--- src/rtl/uart_rx_stream.sv ---
// -----------------------------------------------------------------------------
// uart_rx_stream
//
// 8N1 UART receiver with an AXI4-Stream style output register. The serial
// line is synchronized, each frame is sampled at bit centres, and every good
// byte is presented on a single-entry valid/ready output register. Reception
// never waits for the consumer: a byte that completes while the previous one
// is still unaccepted is dropped and flagged.
//
// Parameters
//   CLK_FREQ       aclk frequency in Hz
//   BAUD_RATE      serial bit rate in baud (CLK_FREQ/BAUD_RATE must be >= 4)
//
// Ports
//   aclk           clock, all logic on the rising edge
//   aresetn        asynchronous active-low reset
//   rxd            asynchronous serial input, idle high
//   m_axis_tvalid  received byte available
//   m_axis_tready  consumer accepts the byte
//   m_axis_tdata   received byte
//   frame_err      one-cycle pulse when a stop bit samples low
//   overrun        one-cycle pulse when a completed byte is dropped
// -----------------------------------------------------------------------------
module uart_rx_stream #(
    parameter int CLK_FREQ  = 100000000,
    parameter int BAUD_RATE = 115200
) (
    input  logic       aclk,
    input  logic       aresetn,
    input  logic       rxd,
    output logic       m_axis_tvalid,
    input  logic       m_axis_tready,
    output logic [7:0] m_axis_tdata,
    output logic       frame_err,
    output logic       overrun
);

    localparam int BAUD_DIV = CLK_FREQ / BAUD_RATE;
    localparam int CNT_W    = (BAUD_DIV > 1) ? $clog2(BAUD_DIV) : 1;

    // Half a bit period lands the start-bit sample in the middle of the bit;
    // full periods after that keep every later sample centred.
    localparam logic [CNT_W-1:0] HALF_LOAD = CNT_W'(BAUD_DIV / 2 - 1);
    localparam logic [CNT_W-1:0] FULL_LOAD = CNT_W'(BAUD_DIV - 1);
    localparam logic [CNT_W-1:0] CNT_ONE   = CNT_W'(1);

    generate
        if (BAUD_DIV < 4) begin : gBaudCheck
            $error("uart_rx_stream: CLK_FREQ/BAUD_RATE must be at least 4");
        end
    endgenerate

    typedef enum logic [1:0] {
        IDLE  = 2'd0,
        START = 2'd1,
        DATA  = 2'd2,
        STOP  = 2'd3
    } state_t;

    // Synchronizer and start-detect qualification
    logic             rxdMeta_q;
    logic             line_q;
    logic [1:0]       syncFill_q;
    logic             armed_q;

    // Receive FSM
    state_t           state_q,    state_d;
    logic [CNT_W-1:0] cnt_q,      cnt_d;
    logic [2:0]       bitIdx_q,   bitIdx_d;
    logic [7:0]       shift_q,    shift_d;
    logic             waitIdle_q, waitIdle_d;
    logic             byteDone;
    logic             stopBad;

    // Output register and status pulses
    logic             tvalid_q,   tvalid_d;
    logic [7:0]       tdata_q,    tdata_d;
    logic             frameErr_q, frameErr_d;
    logic             overrun_q,  overrun_d;

    // Two-flop synchronizer. syncFill_q marks when line_q holds a real sample
    // of rxd rather than its reset value; only then can the receiver arm,
    // and it arms on the first high line so that a line held low through
    // reset release is not mistaken for a start edge.
    always_ff @(posedge aclk or negedge aresetn) begin
        if (!aresetn) begin
            rxdMeta_q  <= 1'b1;
            line_q     <= 1'b1;
            syncFill_q <= 2'b00;
            armed_q    <= 1'b0;
        end else begin
            rxdMeta_q  <= rxd;
            line_q     <= rxdMeta_q;
            syncFill_q <= {syncFill_q[0], 1'b1};
            if (syncFill_q[1] && line_q) begin
                armed_q <= 1'b1;
            end
        end
    end

    // Receive FSM state register
    always_ff @(posedge aclk or negedge aresetn) begin
        if (!aresetn) begin
            state_q    <= IDLE;
            cnt_q      <= '0;
            bitIdx_q   <= 3'd0;
            shift_q    <= 8'h00;
            waitIdle_q <= 1'b0;
        end else begin
            state_q    <= state_d;
            cnt_q      <= cnt_d;
            bitIdx_q   <= bitIdx_d;
            shift_q    <= shift_d;
            waitIdle_q <= waitIdle_d;
        end
    end

    // Receive FSM next state. waitIdle_q is the post-framing-error substate of
    // STOP: the counter is ignored and the FSM just waits for the line to
    // return high before looking for another start bit.
    always_comb begin
        state_d    = state_q;
        cnt_d      = cnt_q;
        bitIdx_d   = bitIdx_q;
        shift_d    = shift_q;
        waitIdle_d = waitIdle_q;
        byteDone   = 1'b0;
        stopBad    = 1'b0;

        case (state_q)
            IDLE: begin
                if (armed_q && !line_q) begin
                    state_d = START;
                    cnt_d   = HALF_LOAD;
                end
            end

            START: begin
                if (cnt_q == '0) begin
                    if (line_q) begin
                        state_d = IDLE;
                    end else begin
                        state_d  = DATA;
                        cnt_d    = FULL_LOAD;
                        bitIdx_d = 3'd0;
                    end
                end else begin
                    cnt_d = cnt_q - CNT_ONE;
                end
            end

            DATA: begin
                if (cnt_q == '0) begin
                    shift_d  = {line_q, shift_q[7:1]};
                    cnt_d    = FULL_LOAD;
                    bitIdx_d = bitIdx_q + 3'd1;
                    if (bitIdx_q == 3'd7) begin
                        state_d = STOP;
                    end
                end else begin
                    cnt_d = cnt_q - CNT_ONE;
                end
            end

            STOP: begin
                if (waitIdle_q) begin
                    if (line_q) begin
                        waitIdle_d = 1'b0;
                        state_d    = IDLE;
                    end
                end else if (cnt_q == '0) begin
                    if (line_q) begin
                        byteDone = 1'b1;
                        state_d  = IDLE;
                    end else begin
                        stopBad    = 1'b1;
                        waitIdle_d = 1'b1;
                    end
                end else begin
                    cnt_d = cnt_q - CNT_ONE;
                end
            end

            default: begin
                state_d = IDLE;
            end
        endcase
    end

    // Output register next state. A completed byte loads whenever the
    // register is empty or being drained this cycle; otherwise it is lost
    // and flagged, and the held byte stays untouched.
    always_comb begin
        tvalid_d   = tvalid_q;
        tdata_d    = tdata_q;
        frameErr_d = stopBad;
        overrun_d  = 1'b0;

        if (byteDone) begin
            if (!tvalid_q || m_axis_tready) begin
                tdata_d  = shift_q;
                tvalid_d = 1'b1;
            end else begin
                overrun_d = 1'b1;
            end
        end else if (tvalid_q && m_axis_tready) begin
            tvalid_d = 1'b0;
        end
    end

    // Output register and status pulse flops
    always_ff @(posedge aclk or negedge aresetn) begin
        if (!aresetn) begin
            tvalid_q   <= 1'b0;
            tdata_q    <= 8'h00;
            frameErr_q <= 1'b0;
            overrun_q  <= 1'b0;
        end else begin
            tvalid_q   <= tvalid_d;
            tdata_q    <= tdata_d;
            frameErr_q <= frameErr_d;
            overrun_q  <= overrun_d;
        end
    end

    assign m_axis_tvalid = tvalid_q;
    assign m_axis_tdata  = tdata_q;
    assign frame_err     = frameErr_q;
    assign overrun       = overrun_q;

endmodule

--- config.mk ---
export PLATFORM = sky130hd
export DESIGN_NAME = uart_rx_stream
export DESIGN_NICKNAME = d
export VERILOG_FILES = /design/src/rtl/uart_rx_stream.sv
export SDC_FILE = /design/constraint.sdc
export NUM_CORES = 1
export LEC_CHECK = 0
export BUFFER_PORTS_ARGS = -buffer_cell sky130_fd_sc_hd__buf_4
export CORE_MARGIN = 2
export CORE_UTILIZATION = 35
export DETAILED_ROUTE_END_ITERATION = 10
export PLACE_DENSITY = 0.54
export SKIP_LAST_GASP = 1
export SLEW_MARGIN = 20
export SYNTH_ARGS = -nofsm -noshare
export SYNTH_HDL_FRONTEND = slang
export SYNTH_SLANG_ARGS = --single-unit
--- constraint.sdc ---
create_clock -name aclk -period 3.1 [get_ports aclk]
set_input_delay 0.62 -clock aclk [delete_from_list [all_inputs] [get_ports aclk]]
set_output_delay 0.62 -clock aclk [all_outputs]
set_load 0.02 [all_outputs]
==> reports/qor_table.md <==
| Item | Value | Unit |
|:---|:---|:---|
| Top routing layer in use | met4 | - |
| Top_reg_cell synth | sky130_fd_sc_hd__dfrtp_1 | - |
| Via count of the first global-routing pass | 1390 | - |
| Share of the clock period used by the worst path | 90.3 | % |
| Number of library cell types mapped by synthesis | 49 | - |
| IO Pins | 15 | - |
| Wire length on met1 | 1820 | um |
| Worst IR drop on VDD | 272 | uV |
| Endpoint type of the worst setup path | register | - |
| Warnings, synthesis | 0 | - |
| Final setup violation count | 0 | - |
| Reported leakage power | 1.06 | nW |
| Skew-Pair Late Insertion Delay | 0.29 | ns |
| Endpoint arrival time on the critical path | 2.98 | ns |
| Num Clock Sinks | 40 | - |
| Post-synthesis sequential element count | 40 | - |
| Async set-reset flop share out of synthesis | 100 | % |
| Total met2 wirelength after detailed routing | 1860 | um |
| HPWL after detailed placement | 2720 | um |
| Total routing resource utilization after global routing | 13.7 | % |
| Number of max-cap violations | 0 | - |
| Count of final hold-check violations | 0 | - |
| Initial antenna violation count | 0 | - |
| Synthesized area divided by synthesized cell count | 11.7 | um^2 |
| CTS tree | yes | - |
| RSZ-0062 raised after global routing | no | - |
| Critical path peak fanout | 19 | - |
| Net count after synthesis | 182 | - |
| Worst slew slack as a fraction of its limit | 60.4 | % |
| Cell Rows | 27 | - |
| Pin count of the biggest net entering global routing | 41 | - |
| Post-synth EDFFs | 0 | - |
| Gp weighted congestion | 0.849 | - |
| Core area | 5470 | um^2 |
| Growth of design area from synthesis to finish | 13.6 | % |
| Layout filler cell count | 553 | - |
| TritonCTS buffer count | 5 | - |
| Number of buffers added on ports | 14 | - |
| Met3 wire length | 120 | um |
| Ratio of total power to cell area | 732 | nW/um^2 |
| Detailed Routing Iterations Pass 1 | 4 | - |
| Fin Clk Skew | 0.00464 | ns |
| Fraction of the yosys area taken by sequential cells | 50.6 | % |
| Proportion of layout cells with a drive suffix above 1 | 27.5 | % |
| Total negative setup slack | 0 | ns |
| Final Routed Wirelength | 3860 | um |
| Shortest clock period the worst path allows after layout | 2.80 | ns |
| Number of buffers on the longest clock path | 2 | - |
| Max frequency | 357 | MHz |
| Count of mapped cells out of synthesis | 169 | - |
| Clock transition at the registers of the reported paths | 0.08 | ns |
| First-pass GRT wire length | 6660 | um |
| Total setup buffers inserted after CTS | 0 | - |
| Height of the chip | 79.3 | um |
| Initial Util | 36.2 | % |
| Area of the die | 6280 | um^2 |
| 1st-iter DRT viols | 94 | - |
| Routed len/inst | 14.8 | um |
| Slew at the pin closest to its max-slew limit | 0.594 | ns |
| Total Nets Final | 201 | - |
| Worst Setup Start Kind | register | - |
| Die width | 79.3 | um |
| Max-slew violations | 0 | - |
| Final global-route overflow total | 0 | - |
| Utilization after layout | 41.1 | % |
| # diodes | 0 | - |
| Clock Root Buffer | sky130_fd_sc_hd__clkbuf_8 | - |
| Outcome | finished, final reports clean | - |
| Required arrival time at the worst endpoint | 3.29 | ns |
| Number of buffers added to fix hold violations after cts | 0 | - |
| Level count of the clock H-tree | 2 | - |
| Critical Setup Path Class | reg2reg | - |
| Post-detailed-route DRC marker count | 0 | - |
| Vias | 1342 | - |
| Hold crit path type | in2async | - |
| Vias/cell | 5.14 | - |
| Post-cts resize count | 0 | - |
| Antenna Violating Nets Remaining | 0 | - |
| Post-synthesis instance area | 1980 | um^2 |
cells by family after synthesis:
group / Yosys count / share of synthesized area (%)
multiplexers: 17 / 9.66
AO/OA/AOI/OAI: 46 / 17.7
other: 1 / 0.189
flip-flops: 40 / 50.6
AND/OR/NAND/NOR: 41 / 12.3
buffers and inverters: 14 / 3.41
XOR/XNOR: 1 / 0.442
adder cells (fa/ha/maj): 9 / 5.68
registers in the layout, summed over array words and instances (netlist names), 2 cells and up, named ones only:
signal,cells
syncFill_q,2
cnt_q,10
shift_q,8
bitIdx_q,3
m_axis_tdata,8
synthesized netlist by cell type (3+ instances only):
master                     count  area share (%)
sky130_fd_sc_hd__nor3_1        6             1.5
sky130_fd_sc_hd__dfrtp_1      38              48
sky130_fd_sc_hd__nor2_1        3            0.57
sky130_fd_sc_hd__nand3_1       3            0.76
sky130_fd_sc_hd__mux2_2       17             9.7
sky130_fd_sc_hd__ha_1          9             5.7
sky130_fd_sc_hd__a22o_1        4             1.8
sky130_fd_sc_hd__a21o_1        4             1.5
sky130_fd_sc_hd__a21oi_1       9             2.3
sky130_fd_sc_hd__o21ai_0       6             1.5
sky130_fd_sc_hd__inv_1        10             1.9
sky130_fd_sc_hd__nand2b_1      3            0.95
sky130_fd_sc_hd__nand2_1       8             1.5
sky130_fd_sc_hd__nor4_1        4             1.3
layout by cell type (no fill, tap or decap), drive strengths merged, types with 2 or more instances in the layout:
master,instances
dfrtp,38
mux2,17
buf,16
inv,10
a21oi,9
ha,9
nand2,8
nor3,7
o21ai,6
clkbuf,6
nor4,4
a21o,4
a22o,4
nor2,4
nand3,3
nand2b,3
or3,3
nor2b,2
o31ai,2
o21a,2
a31oi,2
o22a,2
o22ai,2
o21bai,2
dfstp,2
a2111oi,2
per-layer routing:
layer	global-route usage [%]	up-vias
met5	0	-
met2	22.5	25
li1	-	662
met1	17.4	648
met3	3.75	7
met4	4.66	0
power breakdown:
| part | internal, mW | total, mW | switching (mW) |
|---|---|---|---|
| registers | 0.586 | 0.662 | 0.0762 |
| logic | 0.263 | 0.639 | 0.376 |
| clock network | 0.160 | 0.346 | 0.185 |
cell type report:
type                    instances  area [um^2]  area share (%)
inverters                      10         37.5            1.67
flip-flops and latches         40         1000            44.6
multi-input cells             115          911            40.5
clock buffers                   6         72.6            3.22
well taps                      72         90.1            4.00
clock inverters                 2         16.3           0.723
repair buffers                 16          120            5.34
path summary, 6_finish.rpt:
check,startpoint,end,slack [ns],cells after the start
max reg2reg,cnt_q[0],cnt_q[1],0.30,7
min reg2reg,syncFill_q[0],syncFill_q[1],0.35,0
max,cnt_q[0],cnt_q[1],0.30,7
min,aresetn,cnt_q[3],0.29,1
max in group asynchronous,aresetn,line_q,2.44,1
min in group aclk,syncFill_q[0],syncFill_q[1],0.35,0
worst max-delay path, stage by stage (launching register included):
cell and delay (ns):
sky130_fd_sc_hd__dfrtp_1 0.41, sky130_fd_sc_hd__inv_1 0.17, sky130_fd_sc_hd__ha_1 0.19, sky130_fd_sc_hd__or3b_2 0.49, sky130_fd_sc_hd__or4_4 0.51, sky130_fd_sc_hd__a32oi_4 0.56
sky130_fd_sc_hd__a2111oi_0 0.17, sky130_fd_sc_hd__a21o_1 0.19
through the flow:
step	cells	setup slack, ns	hold slack (ns)	cell area, um^2	power (mW)
6_report	261	0.300	0.288	2250	1.65
5_1_grt	261	0.108	0.326	2250	1.78
4_1_cts	261	0.296	0.314	2250	1.66
3_5_place_dp	253	0.322	0.345	2160	1.30
3_3_place_gp	253	0.401	0.339	2160	1.28
2_1_floorplan	169	0.657	0.324	1980	1.17
Power figures use the tool's default switching activity.
